### src/rtl/color_centroid_tracker.sv
// Colour-window pixel classifier with a serial per-colour centroid engine.
// Frame sums are snapshotted on frame_end and divided one colour at a time.
module color_centroid_tracker #(
  parameter int X_W       = 10,
  parameter int COUNT_W   = 19,
  parameter int MIN_COUNT = 16
) (
  input  logic           clock,
  input  logic           reset_n,
  input  logic [59:0]    green_thr,
  input  logic [59:0]    orange_thr,
  input  logic [59:0]    pink_thr,
  input  logic [59:0]    blue_thr,
  input  logic           pix_valid,
  input  logic [9:0]     pix_lum,
  input  logic [9:0]     pix_cr,
  input  logic [9:0]     pix_cb,
  input  logic [X_W-1:0] pix_x,
  input  logic [X_W-1:0] pix_row,
  input  logic           frame_end,
  output logic           hit_valid,
  output logic [3:0]     hit,
  output logic           cent_valid,
  output logic [1:0]     cent_color,
  output logic           cent_found,
  output logic [X_W-1:0] cent_x,
  output logic [X_W-1:0] cent_y,
  output logic           busy,
  output logic           frame_dropped
);
  localparam int SUM_W = COUNT_W + X_W;
  localparam int IDX_W = $clog2(X_W);
  // MIN fields all ones, MAX fields zero: no pixel can match before the first frame_end
  localparam logic [59:0] THR_RST = {3{10'h000, 10'h3FF}};

  typedef enum logic [2:0] {IDLE, LOAD, DIV_X, DIV_Y, EMIT} state_t;
  state_t state, state_nxt;

  logic [59:0]        thr_bus [4];
  logic [59:0]        thr     [4];
  logic [X_W-1:0]     x_d, row_d;
  logic [COUNT_W-1:0] acc_cnt [4], inc_cnt [4], hold_cnt [4];
  logic [SUM_W-1:0]   acc_sx [4], inc_sx [4], hold_sx [4];
  logic [SUM_W-1:0]   acc_sy [4], inc_sy [4], hold_sy [4];
  logic [1:0]         color;
  logic [IDX_W-1:0]   bit_idx;
  logic [SUM_W-1:0]   rem, dsr, dsr_init;
  logic [X_W-1:0]     quo, quo_nxt, qx;
  logic               q_bit, found;

  assign thr_bus[0] = green_thr;
  assign thr_bus[1] = orange_thr;
  assign thr_bus[2] = pink_thr;
  assign thr_bus[3] = blue_thr;

  function automatic logic in_win(input logic [59:0] t, input logic [9:0] y,
                                  input logic [9:0] cr, input logic [9:0] cb);
    return (y  >= t[49:40]) && (y  <= t[59:50]) &&
           (cr >= t[29:20]) && (cr <= t[39:30]) &&
           (cb >= t[9:0])   && (cb <= t[19:10]);
  endfunction

  always_ff @(posedge clock or negedge reset_n) begin
    if (!reset_n) begin
      hit_valid <= 1'b0;
      hit       <= '0;
      x_d       <= '0;
      row_d     <= '0;
      for (int c = 0; c < 4; c++) thr[c] <= THR_RST;
    end else begin
      hit_valid <= pix_valid;
      x_d       <= pix_x;
      row_d     <= pix_row;
      for (int c = 0; c < 4; c++) begin
        hit[c] <= pix_valid && in_win(thr[c], pix_lum, pix_cr, pix_cb);
        if (frame_end) thr[c] <= thr_bus[c];
      end
    end
  end

  always_comb begin
    for (int c = 0; c < 4; c++) begin
      inc_cnt[c] = acc_cnt[c];
      inc_sx[c]  = acc_sx[c];
      inc_sy[c]  = acc_sy[c];
      if (hit_valid && hit[c]) begin
        if (acc_cnt[c] != '1) inc_cnt[c] = acc_cnt[c] + COUNT_W'(1);
        inc_sx[c] = acc_sx[c] + SUM_W'(x_d);
        inc_sy[c] = acc_sy[c] + SUM_W'(row_d);
      end
    end
  end

  // The snapshot takes the incremented values so a hit coinciding with frame_end is kept
  always_ff @(posedge clock or negedge reset_n) begin
    if (!reset_n) begin
      for (int c = 0; c < 4; c++) begin
        acc_cnt[c]  <= '0;
        acc_sx[c]   <= '0;
        acc_sy[c]   <= '0;
        hold_cnt[c] <= '0;
        hold_sx[c]  <= '0;
        hold_sy[c]  <= '0;
      end
    end else begin
      for (int c = 0; c < 4; c++) begin
        if (frame_end) begin
          acc_cnt[c] <= '0;
          acc_sx[c]  <= '0;
          acc_sy[c]  <= '0;
          if (state == IDLE) begin
            hold_cnt[c] <= inc_cnt[c];
            hold_sx[c]  <= inc_sx[c];
            hold_sy[c]  <= inc_sy[c];
          end
        end else begin
          acc_cnt[c] <= inc_cnt[c];
          acc_sx[c]  <= inc_sx[c];
          acc_sy[c]  <= inc_sy[c];
        end
      end
    end
  end

  assign found    = hold_cnt[color] >= COUNT_W'(MIN_COUNT);
  assign dsr_init = SUM_W'(hold_cnt[color]) << (X_W - 1);
  assign q_bit    = rem >= dsr;
  assign quo_nxt  = {quo[X_W-2:0], q_bit};
  assign busy     = (state != IDLE);

  always_ff @(posedge clock or negedge reset_n) begin
    if (!reset_n) state <= IDLE;
    else          state <= state_nxt;
  end

  always_comb begin
    state_nxt = state;
    case (state)
      IDLE:    if (frame_end) state_nxt = LOAD;
      LOAD:    state_nxt = found ? DIV_X : EMIT;
      DIV_X:   if (bit_idx == '0) state_nxt = DIV_Y;
      DIV_Y:   if (bit_idx == '0) state_nxt = EMIT;
      EMIT:    state_nxt = (color == 2'd3) ? IDLE : LOAD;
      default: state_nxt = IDLE;
    endcase
  end

  // Restoring divider: the divisor starts at count << (X_W-1), one quotient bit per cycle
  always_ff @(posedge clock or negedge reset_n) begin
    if (!reset_n) begin
      color         <= '0;
      bit_idx       <= '0;
      rem           <= '0;
      dsr           <= '0;
      quo           <= '0;
      qx            <= '0;
      cent_valid    <= 1'b0;
      cent_color    <= '0;
      cent_found    <= 1'b0;
      cent_x        <= '0;
      cent_y        <= '0;
      frame_dropped <= 1'b0;
    end else begin
      cent_valid    <= (state_nxt == EMIT);
      frame_dropped <= frame_end && (state != IDLE);
      case (state)
        IDLE: color <= '0;
        LOAD: begin
          rem     <= hold_sx[color];
          dsr     <= dsr_init;
          quo     <= '0;
          bit_idx <= IDX_W'(X_W - 1);
          if (!found) begin
            cent_color <= color;
            cent_found <= 1'b0;
            cent_x     <= '0;
            cent_y     <= '0;
          end
        end
        DIV_X, DIV_Y: begin
          rem     <= q_bit ? rem - dsr : rem;
          dsr     <= dsr >> 1;
          quo     <= quo_nxt;
          bit_idx <= bit_idx - 1'b1;
          if (bit_idx == '0) begin
            if (state == DIV_X) begin
              qx      <= quo_nxt;
              rem     <= hold_sy[color];
              dsr     <= dsr_init;
              bit_idx <= IDX_W'(X_W - 1);
            end else begin
              cent_color <= color;
              cent_found <= 1'b1;
              cent_x     <= qx;
              cent_y     <= quo_nxt;
            end
          end
        end
        EMIT:    color <= color + 2'd1;
        default: ;
      endcase
    end
  end

endmodule

### config.mk
export PLATFORM = sky130hd
export DESIGN_NAME = color_centroid_tracker
export DESIGN_NICKNAME = d
export VERILOG_FILES = /design/src/rtl/color_centroid_tracker.sv
export SDC_FILE = /design/constraint.sdc
export NUM_CORES = 2
export LEC_CHECK = 0
export CORE_MARGIN = 3
export CORE_UTILIZATION = 45
export CTS_BUF_LIST = sky130_fd_sc_hd__clkbuf_4
export DETAILED_ROUTE_END_ITERATION = 8
export PLACE_DENSITY = 0.71
export SETUP_SLACK_MARGIN = 0.1
export SLEW_MARGIN = 5
export SYNTH_ARGS = -nofsm -noshare
export SYNTH_HDL_FRONTEND = slang
export SYNTH_SLANG_ARGS = --single-unit
### constraint.sdc
create_clock -name clock -period 4 [get_ports clock]
set_input_delay 0.8 -clock clock [delete_from_list [all_inputs] [get_ports clock]]
set_output_delay 0.8 -clock clock [all_outputs]
set_load 0.01 [all_outputs]
# == Word level (Yosys, flattened, before mapping) ==
# Index checks and enable logic that the tools add are counted.
# totals
ff_bits,992
input_bits,294
output_inout_bits,31
word_cells,209
# op_classes
add_sub_neg,15
magnitude_cmp,27
n_eq_ne,13
mux,70
n_bitwise,1
n_reduce_logical,38
# op_table
operator,count
29-bit two-way mux,23
19-bit two-way mux,14
29-bit by 10-bit adder with 29-bit output,8
10-bit greater-or-equal comparator,12
10-bit <= comparator,12
29-bit binary-select mux with 2-bit select,2
29-bit one-hot mux with 2 select lines,2
19-bit by 1-bit adder with 19-bit output (second input constant),4
19-bit inequality test (second input constant),4
28-bit two-way mux,2
10-bit two-way mux,5
10-bit one-hot mux with 2 select lines,2
19-bit binary-select mux with 2-bit select,1
29-bit greater-or-equal comparator,1
1-bit logical AND,29
29-bit subtractor,1
19-bit by 5-bit greater-or-equal comparator with 1-bit output (second input constant),1
9-bit one-hot mux with 2 select lines,1
3-bit one-hot mux with 5 select lines,1
3-bit two-way mux,4
4-bit two-way mux,2
2-bit one-hot mux with 2 select lines,2
4-bit one-hot mux with 2 select lines,1
3-bit by 2-bit == test with 1-bit output (second input constant),2
other kinds (19),28

# == Depth between registers and ports, before layout ==
# logic_depth
depth_word,8
ltp_mapped,14

# == Least setup slack after synthesis ==
# No wires, ideal clock.
# synth_path
path_type,register to register
from,register row_d[0]
to,register hold_sy[80] in the netlist's numbering
setup_time_ns,0.130
t_arrival_ns,2.819
slack_ns,1.051
stages_incl_launch_ff,13
synth_period_minus_slack_ns,2.949
path_cell_list,dfrtp_1 > ha_1 > fa_1 > a21o_1 > a21oi_1 > o21ai_1 > a2111o_1 > a31o_2 > and3_1 > clkbuf_1 > nand3_1 > xor2_1 > o21ai_0
# synth_via
elab_chain_len,2
# synth_lines
element,line_no,text
start: declaration,41,"logic [X_W-1:0] x_d, row_d;"
start signal: assignment,73,row_d <= pix_row;
29-bit by 10-bit adder with 29-bit output,89,inc_sy[c] = acc_sy[c] + SUM_W'(row_d);
29-bit two-way mux,86,if (hit_valid && hit[c]) begin
end signal: indexed assignment,114,hold_sy[c] <= inc_sy[c];
end: declaration,44,"logic [SUM_W-1:0] acc_sy [4], inc_sy [4], hold_sy [4];"
# Every way passes these cells.
# A chain may end at the register's enable or synchronous reset.

# == Worst setup path after layout ==
# layout_path
from,register state[1]
to,output busy
# layout_via
elab_chain_len,1
# layout_lines
element,line_no,text
start: declaration,37,"state_t state, state_nxt;"
start signal: assignment,133,else state <= state_nxt;
3-bit nonzero test,129,assign busy = (state != IDLE);
end: declaration,28,"output logic busy,"
# Every way passes these cells.

==> flow_metrics.py <==
metrics = {
    "run_status": {
        "status": "completed",
    },
    "power_and_ir_drop": {
        "combPwrFrac_pct": 21.9,
        "switching_share_pct": 31.91,
        "p_leak_nw": 27.58,
        "ir_drop_mv": 0.4111,
        "power.share.sequential_pct": 41.6,
        "switching_power_w": 0.008345,
        "p_clk_share_pct": 36.5,
        "p_per_area_nw_per_um2": 434.3,
        "p_int_w": 0.01781,
    },
    "cts": {
        "numCtsBuffers": 289,
        "cts_tree": "built",
        "clk_path_buf_depth": 4,
        "insertion_delay_ns": 1.14,
        "cts_hold_buf": 5,
        "post_cts_resized": 0,
        "post_cts_buffers": 0,
        "cts_sinks": 991,
        "htreeDepth": 5,
        "clk_pin_slew_worst_paths_ns": 0.07,
        "clockRootBuffer": "clkbuf_4",
    },
    "worst_setup_path": {
        "cp_top_family": "simple AND/OR/NAND/NOR gates",
        "arrival_ns": 2.79,
        "crit_buf_inv": 1,
        "worst_ep_required_time_ns": 3.20,
        "crit_path_end_kind": "output pin",
        "start_kind": "register",
        "path_class": "reg -> out",
        "crit_fanout": 8,
        "crit_chain": "or3_1 -> clkdlybuf4s50_1",
        "cp_slowest_cell": "or3_1",
        "cpPeakStageDelay_ns": 0.63,
    },
    "placement": {
        "dp_hpwl_um": 102300,
        "io_buffers": 324,
        "placed_cells": 7017,
        "place_congestion": 0.9326,
    },
    "route": {
        "wire_per_inst_um": 18.69,
        "drt-initial-drc-count": 2827,
        "antenna_left": 0,
        "routed_wl_um": 140500,
        "vias_per_cell": 5.387,
        "via_count": 40497,
        "firstDrtPassIters": 5,
        "drc_errors": 0,
    },
    "synthesis": {
        "yosys.cell_types.count": 78,
        "synth_seq_cells": 991,
        "syn_area_um2": 51420,
        "seq_area_frac_synth_pct": 48.52,
        "syn_avg_cell_area_um2": 9.605,
        "synth_edf_count": 0,
        "yosysWarnings": 0,
        "async_flop_share_pct": 100.0,
        "syn-instance-count": 5354,
        "synth_nets": 6012,
        "synth-main-ff-cell": "dfrtp_1",
    },
    "sta": {
        "fmax_mhz": 278.6,
        "hold_viol_final": 0,
        "slew_violations": 0,
        "setup_tns_ns": 0,
        "finalCriticalPeriod_ns": 3.589,
        "setup_viol": 0,
        "tightest_slew_ns": 1.151,
        "fin_worst_skew_ns": 0.1095,
        "rsz0062_at_grt": "no",
        "post-route-period-util_pct": 89.73,
        "slew_headroom_pct": 23.29,
    },
    "global_route": {
        "grt_first_pass_wirelength_um": 223900,
        "grt_use_total_pct": 24.00,
        "antenna_found_initial": 17,
        "grt-ovfl-total": 0,
        "grt_max_degree": 267,
        "first_global_vias": 41039,
    },
    "floorplan": {
        "dieArea_um2": 118400,
        "initial_core_util_pct": 45.52,
        "boundaryPins": 325,
        "dieWidth_um": 344.0,
        "die_y_um": 344.0,
        "core_um2": 113000,
        "fp-row-count": 123,
    },
    "finish": {
        "multiInputGateArea_um2": 24300,
        "final_cell_count_no_fill": 7518,
        "finish.utilization_pct": 53.30,
        "nFillCells": 10135,
        "drive_gt1_share_pct": 13.09,
        "seq_area_um2": 24960,
        "final_nets": 6471,
        "synthToLayoutAreaGrowth_pct": 17.08,
    },
    "job": {
        "maxCapViolCount": 0,
    },
    "worst_hold_path": {
        "hold_class": "in -> reg",
    },
}
-- kinds of logic (layout without fill, tap and decap cells) --
logic type	Yosys count	count (layout)	share of synthesized area, %
compound gates	1218	1218	13.71
xor+xnor	294	294	5.007
fa+ha+maj	364	364	8.988
buf+inv	570	1220	4.263
flops	991	991	48.52
mux	132	132	4.511
other cells	0	14	0
simple gates	1785	1785	15.01
-- final cells by class --
| type | count | area share (%) |
|---|---|---|
| clock inverter | 69 | 0.7897 |
| tap | 1500 | 3.117 |
| multi-input combinational | 3793 | 40.36 |
| sequential | 991 | 41.45 |
| clock buffer | 413 | 5.150 |
| inverter | 316 | 1.970 |
| antenna | 14 | 0.05819 |
| timing repair buffer | 422 | 7.103 |
-- registers in the layout, summed over array words and instances (netlist names), 29 cells and up --
name	count
acc_sy	116
hold_cnt	76
thr	240
acc_cnt	76
acc_sx	116
hold_sy	116
hold_sx	116
rem	29
-- power groups by stage --
stage | registers, W | logic [W] | clock network (W)
after floorplan | 0.0109 | 0.00387 | 0
after global placement | 0.0111 | 0.00564 | 0
after detailed placement | 0.0111 | 0.00569 | 0
after CTS | 0.0109 | 0.00573 | 0.00980
after global routing | 0.0109 | 0.00636 | 0.0103
final | 0.0109 | 0.00573 | 0.00954
-- path summary, 6_finish.rpt --
check,from,end,slack [ns],cells past startpoint
max,state[1]$_DFF_PN0_,busy,0.41,2
min,frame_end,thr[23]$_DFFE_PN1P_,0.11,3
max reg2reg,x_d[0]$_DFF_PN0_,hold_sx[22]$_DFFE_PN0P_,0.52,11
min reg2reg,cent_y[2]$_DFFE_PN0P_,cent_y[2]$_DFFE_PN0P_,0.47,2
max in group asynchronous,reset_n,color[0]$_DFFE_PN0P_,2.56,3
min in group asynchronous,reset_n,hold_sx[90]$_DFFE_PN0P_,0.32,2
-- stage by stage --
stage	hold slack (ns)	area, µm²	worst slack [ns]	power, W
after floorplan	0.4446	51420	1.051	0.01476
after global placement	0.4510	56550	0.4202	0.01670
after detailed placement	0.4646	56550	0.4600	0.01676
after CTS	0.000003997	60170	0.2912	0.02642
after global routing	0.006426	60200	0.2464	0.02763
final	0.1147	60210	0.4107	0.02615
-- layout by cell type, fill, tap and decap left out, types with 122 or more instances in the layout --
cell type        count
o21ai_0            641
clkdlybuf4s50_1    322
xnor2_1            172
clkbuf_4           413
nand2_1            761
ha_1               355
inv_1              316
nor2_1             557
xor2_1             122
dfrtp_1            869
a21oi_1            245
-- Yosys cell counts (60+ instances only) --
library cell	n	share of area, %
ha_1	355	8.6
xor2_1	122	2.1
a21oi_1	245	2.4
inv_1	316	2.3
nor2b_1	60	0.73
dfstp_2	120	6.1
o21ai_0	641	6.2
dfrtp_1	871	42
clkbuf_1	215	1.6
a21o_1	71	1.0
xnor2_1	172	2.9
nand3_1	110	1.1
mux4_2	77	3.4
nand2_1	761	5.6
nand4_1	63	0.77
nor3_1	75	0.73
nor2_1	559	4.1
-- worst min-delay path, stage by stage --
cell     delay, ns
buf_8         0.23
nand2_1       0.11
o21ai_0       0.07
-- metal layers --
metal,vias to the layer above,wire length [µm],track usage [%]
met2,1206,66520,39.25
met4,14,4558,8.967
met1,19563,60600,31.63
met3,292,8707,4.803
met5,-,98,0
li1,19422,-,-
Power figures use the tool's default switching activity.
